===== config.mk =====
export PLATFORM = sky130hd
export DESIGN_NAME = shared_reg_arbiter
export DESIGN_NICKNAME = d
export VERILOG_FILES = /design/src/rtl/shared_reg_pkg.sv /design/src/rtl/shared_reg_arbiter_rr_pick.sv /design/src/rtl/shared_reg_arbiter.sv
export SDC_FILE = /design/constraint.sdc
export NUM_CORES = 1
export LEC_CHECK = 0
export BUFFER_PORTS_ARGS = -buffer_cell sky130_fd_sc_hd__buf_2
export CAP_MARGIN = 15
export CORE_MARGIN = 4
export CORE_UTILIZATION = 48
export CTS_BUF_LIST = sky130_fd_sc_hd__clkbuf_4 sky130_fd_sc_hd__clkbuf_8
export CTS_CLUSTER_SIZE = 25
export DETAILED_ROUTE_END_ITERATION = 8
export GPL_TIMING_DRIVEN = 0
export HOLD_SLACK_MARGIN = 0.12
export PLACE_DENSITY = 0.85
export SYNTH_ARGS = -nofsm -noshare
export SYNTH_HDL_FRONTEND = slang
export SYNTH_HIERARCHICAL = 1
export SYNTH_SLANG_ARGS = --single-unit

===== constraint.sdc =====
create_clock -name clk -period 1.74 [get_ports clk]
set_input_delay 0.174 -clock clk [delete_from_list [all_inputs] [get_ports clk]]
set_output_delay 0.174 -clock clk [all_outputs]
set_load 0.005 [all_outputs]

===== src/rtl/shared_reg_pkg.sv =====
// rtl/shared_reg_pkg.sv - shared types, defaults and pointer-width helper for shared_reg_arbiter
// HOLD state exists only when SHARED_REG_LOCK_EN is defined.
package shared_reg_pkg;

  localparam int DEF_NREQ  = 4;
  localparam int DEF_WIDTH = 8;

  typedef enum logic [1:0] {
    IDLE  = 2'd0,
    GRANT = 2'd1,
    WRITE = 2'd2
`ifdef SHARED_REG_LOCK_EN
    , HOLD = 2'd3
`endif
  } state_t;

  function automatic int clog2(input int n);
    int r;
    for (r = 0; (1 << r) < n; r++) begin
    end
    return r;
  endfunction

endpackage


===== src/rtl/shared_reg_arbiter_rr_pick.sv =====
// rtl/shared_reg_arbiter_rr_pick.sv - round-robin pick of the first request at or after ptr
module rr_pick
  import shared_reg_pkg::*;
#(
  parameter int NREQ = DEF_NREQ,
  parameter int PW   = clog2(NREQ)
) (
  input  logic [NREQ-1:0] req,
  input  logic [PW-1:0]   ptr,
  output logic [PW-1:0]   index,
  output logic            valid
);

  // Walk distances from farthest to nearest so the nearest hit wins last.
  always_comb begin
    index = '0;
    valid = 1'b0;
    for (int k = NREQ - 1; k >= 0; k--) begin
      for (int i = 0; i < NREQ; i++) begin
        if (req[i] && (i == ((int'(ptr) + k) % NREQ))) begin
          index = PW'(i);
          valid = 1'b1;
        end
      end
    end
  end

endmodule


===== src/rtl/shared_reg_arbiter.sv =====
// rtl/shared_reg_arbiter.sv - round-robin arbitrated shared write register
// Optional lock port and HOLD state enabled by SHARED_REG_LOCK_EN.
module shared_reg_arbiter
  import shared_reg_pkg::*;
#(
  parameter int NREQ  = DEF_NREQ,
  parameter int WIDTH = DEF_WIDTH
) (
  input  logic                  clk,
  input  logic                  reset,
  input  logic [NREQ-1:0]       req,
  input  logic [NREQ*WIDTH-1:0] wdata,
`ifdef SHARED_REG_LOCK_EN
  input  logic [NREQ-1:0]       lock,
`endif
  output logic [NREQ-1:0]       gnt,
  output logic [NREQ-1:0]       ack,
  output logic [WIDTH-1:0]      q,
  output logic                  busy
);

  localparam int PW = clog2(NREQ);

  state_t           state;
  logic [PW-1:0]    ptr;
  logic [PW-1:0]    owner;
  logic [PW-1:0]    owner_inc;
  logic [PW-1:0]    pick_idx;
  logic             pick_vld;
  logic [WIDTH-1:0] wsel;
  logic             owner_req;
`ifdef SHARED_REG_LOCK_EN
  logic             owner_lock;
`endif

  rr_pick #(.NREQ(NREQ), .PW(PW)) u_rr_pick (
    .req   (req),
    .ptr   (ptr),
    .index (pick_idx),
    .valid (pick_vld)
  );

  always_comb begin
    wsel      = '0;
    owner_req = 1'b0;
`ifdef SHARED_REG_LOCK_EN
    owner_lock = 1'b0;
`endif
    for (int i = 0; i < NREQ; i++) begin
      if (owner == PW'(i)) begin
        wsel      = wdata[i*WIDTH +: WIDTH];
        owner_req = req[i];
`ifdef SHARED_REG_LOCK_EN
        owner_lock = lock[i];
`endif
      end
    end
  end

  assign owner_inc = (owner == PW'(NREQ - 1)) ? '0 : owner + PW'(1);

  // q loads on the edge entering WRITE, so ack is visible for the whole WRITE cycle.
  always_ff @(posedge clk) begin
    if (!reset) begin
      state <= IDLE;
      ptr   <= '0;
      owner <= '0;
      q     <= '0;
      gnt   <= '0;
      ack   <= '0;
      busy  <= 1'b0;
    end else begin
      ack <= '0;
      unique case (state)
        IDLE: begin
          if (pick_vld) begin
            owner <= pick_idx;
            gnt   <= NREQ'(1) << pick_idx;
            busy  <= 1'b1;
            state <= GRANT;
          end
        end
        GRANT: begin
          if (owner_req) begin
            q     <= wsel;
            ack   <= gnt;
            state <= WRITE;
          end else begin
            gnt   <= '0;
            busy  <= 1'b0;
            state <= IDLE;
          end
        end
        WRITE: begin
          ptr <= owner_inc;
`ifdef SHARED_REG_LOCK_EN
          if (owner_lock) begin
            state <= HOLD;
          end else begin
            gnt   <= '0;
            busy  <= 1'b0;
            state <= IDLE;
          end
`else
          gnt   <= '0;
          busy  <= 1'b0;
          state <= IDLE;
`endif
        end
`ifdef SHARED_REG_LOCK_EN
        HOLD: begin
          if (!owner_lock) begin
            ptr   <= owner_inc;
            gnt   <= '0;
            busy  <= 1'b0;
            state <= IDLE;
          end else if (owner_req) begin
            q   <= wsel;
            ack <= gnt;
          end
        end
`endif
        default: begin
          gnt   <= '0;
          busy  <= 1'b0;
          state <= IDLE;
        end
      endcase
    end
  end

endmodule


Yosys cells after proc, flatten, opt, wreduce, memory -nomap -nowiden
Index checks and enable logic that the tools add are counted.
{"block": "totals", "register_bits": 23, "out_inout_bits": 17}
{"block": "op_classes", "bitwise": 3, "n_eq_ne": 19, "n_shift": 1, "mux": 49, "reduce_logical": 29, "addsub": 4}
{"op": "zero test 32 bit", "count": 4}
{"op": "two-way mux 2 bit", "count": 17}
{"op": "two-way mux 8 bit", "count": 4}
{"op": "two-way mux 1 bit", "count": 23}
{"op": "== test 3 bit (first input constant)", "count": 6}
{"op": "logical AND 1 bit", "count": 16}
{"op": "== test 2 x 3 -> 1 bit (first input constant)", "count": 3}
{"op": "two-way mux 4 bit", "count": 2}
{"op": "case mux 4 bit (2 select lines)", "count": 1}
{"op": "AND reduction 2 bit", "count": 4}
{"op": "== test 2 bit (second input constant)", "count": 3}
{"op": "OR reduction 2 bit", "count": 3}
{"op": "adder 2 x 1 -> 2 bit (second input constant)", "count": 2}
{"op": "adder 2 bit (second input constant)", "count": 2}
{"op": "== test 2 x 1 -> 1 bit (second input constant)", "count": 2}
{"op": "== test 2 bit (first input constant)", "count": 2}
{"op": "zero test 2 bit", "count": 2}
{"op": "inequality test 2 bit (second input constant)", "count": 2}
{"op": "case mux 2 bit (2 select lines)", "count": 1}
{"op": "<< shifter 1 x 2 -> 4 bit (first input constant)", "count": 1}
{"op": "AND 1 bit (first input constant)", "count": 3}
{"op": "== test 1 x 2 -> 1 bit (first input constant)", "count": 1}
{"op": "case mux 1 bit (2 select lines)", "count": 1}

Longest topological paths before layout
Gate-level depths: netlist of run 1.
{"block": "depth", "ltp_word": 23, "mapped_depth": 7, "depth_no_buf": 6}

Modules after synthesis
Netlist of run 1, hierarchy kept.
{"module": "shared_reg_arbiter", "seq_area_each_um2": 460.4, "n_inst": 1, "cells_per_inst": 132, "area_each_um2": 1156.1}
{"module": "rr_pick", "seq_area_each_um2": 0.0, "n_inst": 1, "cells_per_inst": 11, "area_each_um2": 68.8}

Worst setup path after synthesis of run 1
Ideal clock, no wire load.
{"block": "synth_path", "kind": "register -> register", "start": "reg owner[0]", "end": "reg q[0]", "period_less_slack_ns": 1.603, "path_stages_with_launch": 8, "slack_ns": 0.137, "required_time_ns": 1.668, "setup_ns": 0.072, "arrival_time_ns": 1.531, "cell_sequence": "dfxtp_1 inv_1 ha_1 nor2_2 nand3_1 nand4b_2 buf_6 mux2i_1"}
{"block": "synth_via", "elab_chain_cells": 6, "elab_cells_between_ends": 13}
{"item": "start, declared", "line_no": "shared_reg_arbiter.sv:26", "text": "logic [PW-1:0] owner;"}
{"item": "start signal, assigned", "line_no": "shared_reg_arbiter.sv:77", "text": "owner <= pick_idx;"}
{"item": "zero test 2 bit", "line_no": "shared_reg_arbiter.sv:50", "text": "if (owner == PW'(i)) begin"}
{"item": "two-way mux 1 bit (4 in series)", "line_no": "shared_reg_arbiter.sv:50"}
{"item": "AND reduction 2 bit (no source line)"}
{"item": "end signal, assigned", "line_no": "shared_reg_arbiter.sv:85", "text": "q <= wsel;"}
{"item": "end, declared", "line_no": "shared_reg_arbiter.sv:18", "text": "output logic [WIDTH-1:0] q,"}
Several ways; a longest one is shown, not always the timed one.
A chain may end at the register's enable or synchronous reset.

Worst setup path after layout of run 1
Same ends and word-level chain as after synthesis.

==> reports/qor.yml, run 1 <==
synthesis:
  yosys_most_used_dff: "dfxtp_1"
  ys_seq_area_frac: 0.376
  synth_edf_count: 0
  synth_cells: 143
  ys_ff_latch: 23
  yosys.area.top_type: "dfxtp_1"
  syn_nets: 185
  syn_avg_cell_area_um2: 8.57
  netlist.area_leader.share: 0.376
  synthArstFlopShare: 0
  synth.distinct_cells: 34
  yosysWarnings: 6
  ys_top_cells_by_area: "dfxtp_1 38%, mux2i_1 8.2%, nand2_1 5.8%"
  synthesis.area_um2: 1220
detailed_routing:
  drtAntennaViolNets: 0
  wl_um: 3550
  drc: 0
  firstDrtPassIters: 4
  wire_per_inst_um: 15.4
  viasPerCell: 5.79
  drt_iter0_drc: 79
  num_vias: 1337
sta:
  rsz0062_at_grt: "no"
  slew_headroom: 0.504
  max_freq_ghz: 0.605
  finClkSkew_ps: 4.45
  finalCritPeriodShare: 0.950
  period_minus_slack_ps: 1650
  setup_viol: 0
  drv_slew: 0
  hold_viol: 0
  worst_slew_pin_slew_ps: 742
clock_tree:
  clock_sinks: 23
  cts_hold_buf: 0
  cts_buffers: 3
  cts_tree: "done"
  clock_latency_ps: 310
  clk_pin_slew_ps: 130
  cts_root_buf: "clkbuf_4"
  h-tree-depth: 1
  clockBufferDepth: 2
grt:
  grt_pass1_wl_um: 5300
  grt_remaining_overflow: 0
  grt_max_degree: 14
  grt_use_total: 0.203
  first_global_vias: 1191
  antenna_found_initial: 0
critical_path:
  cp_max_fo: 10
  crit_required_ps: 1960
  start_kind: "flop"
  critPathKind: "flop to flop"
  critPathCaptureType: "flop"
  crit_end: "q[0]"
  crit_start: "owner[0]"
  r2r_slack_ps: 90
  r2r_cells: 7
  critPathArrivalTime_ps: 1870
  r2r-end: "q[0]"
  timing.rr.start: "owner[0]"
placement:
  portBuffers: 53
  dpl.hpwl_um: 2720
  place_inst: 226
  placed_area_um2: 1530
  place_congestion: 0.841
cells_and_area:
  fillers: 202
  fin_area_um2: 1600
  multiInputGateArea_um2: 741
  final_util: 0.653
  instances_no_fill: 231
  regArea_um2: 463
  drive_above_1_share: 0.368
  layout.nets: 244
  diodes: 0
  syn2layout_area_growth_pct: 31.0
floorplan:
  dieHeight_um: 58.5
  rows: 18
  pin_count: 55
  dieArea_um2: 3420
  dieWidth_um: 58.5
  start_util: 0.499
  coreArea_um2: 2450
job:
  maxCapViolations: 0
min_path:
  holdCritPathClass: "input pin to flop"
power_and_ir_drop:
  power_density_nw_per_um2: 729
  peakVddDrop_mv: 0.707
  share_seq_of_total_power: 0.501
  p_int_mw: 0.806
  p_sw_frac: 0.310
  p_clk_frac: 0.215
  leakage_nw: 0.756
  p_sw_mw: 0.363
  comb_power_share: 0.285
run_status:
  status: "finished clean"
==> cell type report <==
class	count	area share
Clock buffer	3	0.0140
Buffer	7	0.0273
Clock inverter	1	0.00312
Tap cell	30	0.0234
Sequential cell	23	0.289
Inverter	4	0.0117
Timing Repair Buffer	54	0.170
Multi-Input combinational cell	109	0.462
==> cell usage in the layout, fill, tap and decap left out, drive strengths merged <==
cell      instances
nand4b            1
clkbuf            7
o2111ai           1
buf              57
dfxtp            23
clkinvlp          1
a211oi            3
mux2i            10
nand4             2
nor3b             2
inv               3
a22oi             7
o221a             1
nand3             1
ha                4
o211ai            1
nand2b            3
nand2            19
o22ai             7
o32a              1
or4               1
nor2b             5
a211o             7
nand3b            2
and2b             2
a21oi             7
or3b              1
nor2             15
clkinv            1
and2              1
o21ai             5
==> worst max-delay path, cell delays in order, from the launching register on <==
cell and delay (ps):
dfxtp_2 380, inv_1 80, ha_2 240, nor2b_2 190
o21ai_2 180, nand4b_4 170, buf_6 200, mux2i_1 110
==> logic make-up (layout without fill, tap and decap cells) <==
group           count (synthesis)  after routing  synth area share
compound gates                 40             40             0.231
mux                            10             10            0.0817
simple gates                   55             55             0.229
fa+ha+maj                       4              4            0.0409
flops                          23             23             0.376
buf+inv                        11             69            0.0419
==> cell usage after synthesis, types with 2 or more instances <==
| cell | number |
|---|---|
| dfxtp_1 | 23 |
| nand2_1 | 19 |
| nor2_1 | 14 |
| mux2i_1 | 10 |
| a211o_1 | 7 |
| a21oi_1 | 7 |
| a22oi_1 | 7 |
| o22ai_1 | 7 |
| nor2b_1 | 5 |
| o21ai_1 | 5 |
| ha_1 | 4 |
| clkbuf_1 | 3 |
| inv_1 | 3 |
| nand2b_1 | 3 |
| a211oi_1 | 2 |
| and2b_1 | 2 |
| buf_2 | 2 |
| nand3b_1 | 2 |
| nand4_1 | 2 |
| nor3b_1 | 2 |
==> through the flow <==
stage	worst slack, ps	TNS [ps]	hold slack, ps	total power, mW
floorplan	137	0	420	0.788
global placement	-68.9	-315	443	0.887
detailed placement	-194	-1560	451	0.906
CTS	28.1	0	180	1.16
global route	4.09	0	183	1.23
finish	86.8	0	181	1.17
==> worst min-delay path by stage <==
stage	startpoint	endpoint	slack [ps]	cells past startpoint
finish	reset	ack[0]	180	3
global route	reset	q[2]	180	3
CTS	reset	ack[0]	180	3
detailed placement	gnt[0]	ack[0]	450	2
global placement	q[7]	q[7]	440	2
floorplan	wdata[30]	q[6]	420	2
==> flip-flops by register name (all words and copies together) (netlist names) <==
register and flops:
ptr 2, owner 2, ack 4, busy 1
state 2, q 8, gnt 4
==> repair_timing <==
| item | 4_1_cts | 5_1_grt |
|---|---|---|
| pin swaps | 1 | 0 |
| buffers inserted | 1 | 0 |
| setup endpoints to repair | 17 | 12 |
| resized for setup | 6 | 9 |
==> power groups by stage <==
stage / logic, mW / clock network [mW] / registers [mW]
finish: 0.333 / 0.251 / 0.585
global route: 0.363 / 0.278 / 0.590
CTS: 0.323 / 0.256 / 0.585
detailed placement: 0.311 / 0 / 0.595
global placement: 0.294 / 0 / 0.593
floorplan: 0.193 / 0 / 0.595
==> metal layers <==
metal	routed length, µm	vias up	GRT usage
li1	-	641	-
met1	1380	621	0.244
met2	1750	63	0.352
met3	296	12	0.0439
met4	124	0	0.0728
met5	0	-	0
Note: power is estimated with default switching activity, not from simulation.
==> run 2, diff against run 1 <==
- CORE_UTILIZATION: 48 -> 50
- PLACE_DENSITY: 0.85 -> 0.88
- clock period: 1.74 -> 2.05 ns (I/O delays scaled with it)
==> reports/qor.yml, run 2 (synthesis results as in run 1) <==
clock_tree:
  cts_root_buf: "clkbuf_4"
  clockBufferDepth: 2
  clk_pin_slew_ps: 120
  cts_buffers: 3
  clock_latency_ps: 320
  clock_sinks: 23
  h-tree-depth: 1
  cts_tree: "done"
  postCtsSetupBuffers: 0
critical_path:
  critPathCaptureType: "flop"
  r2r_slack_ps: 250
  crit_family: "simple AND/OR/NAND/NOR gates"
  critPathArrivalTime_ps: 2060
  start_kind: "flop"
  slowest_stage: "dfxtp_1"
  path_buf_inv: 2
  crit_required_ps: 2310
  cpPeakStageDelay_ps: 400
  critPathKind: "flop to flop"
  cp_max_fo: 10
  crit_chain: "inv_1 -> ha_1 -> nor2_4 -> nand3_1 -> nand4b_2 -> buf_6 -> mux2i_1"
floorplan:
  dieWidth_um: 57.5
  dieArea_um2: 3310
  dieHeight_um: 57.5
  coreArea_um2: 2280
  start_util: 0.538
  rows: 17
  pin_count: 55
cells_and_area:
  fin_area_um2: 1560
  final_cell_mix: "55 x buf_2, 23 x dfxtp_1, 19 x nand2_1, 14 x nor2_1, 10 x mux2i_1"
  layout.nets: 243
  syn2layout_area_growth_pct: 27.4
  diodes: 0
  final_util: 0.686
  drive_above_1_share: 0.315
  final_common_cell: "buf_2"
  instances_no_fill: 228
  regArea_um2: 460
  multiInputGateArea_um2: 718
  fillers: 185
  reg.largest.list: "q: 8 flops, ack: 4 flops, gnt: 4 flops"
  largest_reg_flops: 8
  top_register: "q"
placement:
  portBuffers: 53
  place_ws_ps: 155
  place_congestion: 0.883
  placed_area_um2: 1530
  dpl.hpwl_um: 2560
  place_inst: 224
power_and_ir_drop:
  leakage_nw: 0.747
  power_density_nw_per_um2: 631
  peakVddDrop_mv: 0.472
sta:
  slew_headroom: 0.598
  rsz0062_at_grt: "no"
  period_minus_slack_ps: 1800
  setup_ws_ps: 248
  tns_ps: 0
  max_freq_ghz: 0.555
  finClkSkew_ps: 4.57
  finalCritPeriodShare: 0.879
  hold_viol: 0
  drv_slew: 0
  setup_viol: 0
  worst_slew_pin_slew_ps: 601
detailed_routing:
  viasPerCell: 5.60
  wire_per_inst_um: 14.1
  drc: 0
  num_vias: 1276
  wl_um: 3210
  firstDrtPassIters: 4
  drt_iter0_drc: 29
  drtAntennaViolNets: 0
grt:
  grt_max_degree: 13
  met3_usage: 0.0407
  grt_use_total: 0.197
  gr-usage-met1: 0.229
  grt_busiest_layer: "met2"
  antenna_found_initial: 0
  first_global_vias: 1261
  grtUsageMet2: 0.353
  grt_remaining_overflow: 0
  grt_pass1_wl_um: 5200
run_status:
  status: "finished clean"
job:
  maxCapViolations: 0
min_path:
  holdCritPathClass: "input pin to flop"
## run 2: cell types whose count changed in the layout (fill, tap and decap cells not counted), sizes merged
cell and delta:
clkinvlp -1
## run 2: metrics by stage
stage | total power, mW | hold WS, ps
floorplan | 0.668 | 449
global placement | 0.753 | 441
detailed placement | 0.764 | 455
CTS | 0.987 | 204
global route | 1.04 | 235
finish | 0.985 | 208
## run 2: final timing paths
check / from / cells past startpoint / end
max: owner[0] / 7 / q[0]
min: reset / 3 / ack[2]
max reg2reg: owner[0] / 7 / q[0]
min reg2reg: gnt[2] / 2 / ack[2]
## run 2: cell type report
cell class	instances	share of cell area
Multi-Input combinational cell	109	0.460
Sequential cell	23	0.295
Timing Repair Buffer	53	0.170
Buffer	7	0.0233
Tap cell	28	0.0225
Clock buffer	4	0.0192
Inverter	4	0.00962
## run 2: routing by layer
metal	up-vias	share of wire
met5	-	0
met2	59	0.51
met3	3	0.084
met4	0	0.0096
li1	635	-
met1	579	0.39
## run 2: worst register-to-register path, cell delays in order (launching register included)
cell      delay, ps
dfxtp_1         400
inv_1            90
ha_1            280
nor2_4          260
nand3_1         120
nand4b_2        190
buf_6           180
mux2i_1         210
## run 2: power breakdown
| group | total (mW) | internal (mW) | switching, mW |
|---|---|---|---|
| clock network | 0.229 | 0.0896 | 0.139 |
| registers | 0.496 | 0.476 | 0.0203 |
| logic | 0.260 | 0.126 | 0.134 |
## run 2: repair_timing
| action | in CTS | in global routing |
|---|---|---|
| hold buffers | 0 | 0 |
| setup endpoints to repair | 0 | 1 |
| resized for setup | 0 | 1 |
==> run 3, diff against run 2 <==
- CORE_UTILIZATION: 50 -> 52
- MAX_ROUTING_LAYER: unset -> met4
- PLACE_DENSITY: 0.88 -> 0.91
- SETUP_SLACK_MARGIN: unset -> 0.15
==> reports/qor.yml, run 3 (synthesis results as in run 1) <==
detailed_routing:
  firstDrtPassIters: 4
  wl_um: 3310
  drt_iter0_drc: 43
  drc: 0
  drtAntennaViolNets: 0
  num_vias: 1292
  wire_per_inst_um: 14.4
  viasPerCell: 5.62
power_and_ir_drop:
  p_int_mw: 0.697
  p_clk_frac: 0.221
  p_sw_mw: 0.290
  leakage_nw: 0.761
  peakVddDrop_mv: 0.496
  share_seq_of_total_power: 0.502
  power_density_nw_per_um2: 620
  comb_power_share: 0.277
  p_sw_frac: 0.294
cells_and_area:
  layout.nets: 245
  final_cell_mix: "55 x buf_2, 23 x dfxtp_1, 19 x nand2_1, 14 x nor2_1, 10 x mux2i_1"
  reg.largest.list: "q: 8 flops, ack: 4 flops, gnt: 4 flops"
  final_util: 0.713
  largest_reg_flops: 8
  drive_above_1_share: 0.337
  top_register: "q"
  diodes: 0
  final_common_cell: "buf_2"
  fillers: 200
  syn2layout_area_growth_pct: 29.9
clock_tree:
  clk_pin_slew_ps: 120
  clock_latency_ps: 300
  h-tree-depth: 1
  cts_tree: "done"
  clock_sinks: 23
  cts_buffers: 3
  cts_hold_buf: 0
  cts_root_buf: "clkbuf_4"
  clockBufferDepth: 2
critical_path:
  critPathKind: "flop to flop"
  r2r_cells: 7
  r2r-end: "q[5]"
  cp_max_fo: 10
  crit_required_ps: 2250
  cpPeakStageDelay_ps: 410
  slowest_stage: "dfxtp_1"
  crit_chain: "inv_1 -> ha_1 -> nor2b_2 -> o21ai_2 -> nand4b_4 -> buf_6 -> mux2i_1"
  critPathArrivalTime_ps: 1960
  critPathCaptureType: "flop"
  r2r_slack_ps: 300
  crit_start: "owner[0]"
  timing.rr.start: "owner[0]"
  start_kind: "flop"
  crit_end: "q[5]"
grt:
  grt_use_total: 0.215
  grt_remaining_overflow: 0
  grt_max_degree: 13
  first_global_vias: 1209
  antenna_found_initial: 0
  grt_pass1_wl_um: 5370
floorplan:
  dieWidth_um: 56.5
  dieArea_um2: 3200
  start_util: 0.548
  rows: 17
  pin_count: 55
  coreArea_um2: 2230
  dieHeight_um: 56.5
min_path:
  holdCritPathClass: "input pin to flop"
placement:
  portBuffers: 53
  dpl.hpwl_um: 2680
  place_congestion: 0.884
sta:
  tns_ps: 0
  slew_headroom: 0.518
  setup_viol: 0
  rsz0062_at_grt: "no"
  max_freq_ghz: 0.570
  hold_viol: 0
  finClkSkew_ps: 3.55
  finalCritPeriodShare: 0.855
  drv_slew: 0
  period_minus_slack_ps: 1750
  worst_slew_pin_slew_ps: 721
job:
  maxCapViolations: 0
run_status:
  status: "finished clean"
[run 3: metal layers]
metal | share of wire | global-route usage | wire [µm] | up-vias
met4 | 0.011 | 0.0576 | 38 | 0
met3 | 0.060 | 0.0460 | 198 | 4
met5 | 0 | - | 0 | -
met2 | 0.52 | 0.366 | 1720 | 46
li1 | - | - | - | 646
met1 | 0.41 | 0.253 | 1360 | 596
[run 3: layout make-up]
cell class / instances / area [µm²] / share of cell area
buffer: 7 / 37.5 / 0.0236
sequential: 23 / 460 / 0.289
inverter: 4 / 15.0 / 0.00943
multi-input combinational: 109 / 733 / 0.461
clock buffer: 4 / 30.0 / 0.0189
tap: 28 / 35.0 / 0.0220
timing repair buffer: 55 / 280 / 0.176
[run 3: what timing repair did]
action | 4_1_cts | 5_1_grt
pin swaps | 0 | 1
resized for setup | 1 | 5
endpoints found under the setup margin | 5 | 15
cloned | 0 | 0
setup buffers | 0 | 2
[run 3: through the flow]
| step | std cells | hold slack [ps] | cell area [µm²] | power (mW) | worst slack [ps] |
|---|---|---|---|---|---|
| 2_1_floorplan | 143 | 449 | 1220 | 0.668 | 447 |
| 3_3_place_gp | 224 | 444 | 1530 | 0.753 | 221 |
| 3_5_place_dp | 224 | 453 | 1530 | 0.767 | 134 |
| 4_1_cts | 228 | 223 | 1560 | 0.981 | 192 |
| 5_1_grt | 230 | 226 | 1590 | 1.05 | 110 |
| 6_report | 230 | 222 | 1590 | 0.987 | 297 |
[run 3: critical path: cells and delay by family (launching register included)]
family	cells	cell delay [ps]
adder cells (fa/ha/maj)	1	280
AND/OR/NAND/NOR	2	380
multiplexers	1	120
buffers and inverters	2	290
AO/OA/AOI/OAI	1	160
flip-flops	1	410
[run 3: worst min path at each step]
stage | from | end | slack, ps | cells after the start
floorplan | gnt[0] | ack[0] | 450 | 2
global placement | gnt[3] | ack[3] | 440 | 2
detailed placement | q[7] | q[7] | 450 | 2
CTS | reset | ack[3] | 220 | 3
global route | reset | ack[0] | 230 | 3
finish | reset | ack[2] | 220 | 3
[run 3: power groups by stage]
stage                     Sequential (mW)  Clock [mW]  Combinational (mW)
after floorplan                     0.505           0               0.164
after global placement              0.503           0               0.250
after detailed placement            0.505           0               0.262
after CTS                           0.495       0.222               0.264
after global routing                0.501       0.244               0.301
final                               0.496       0.218               0.274
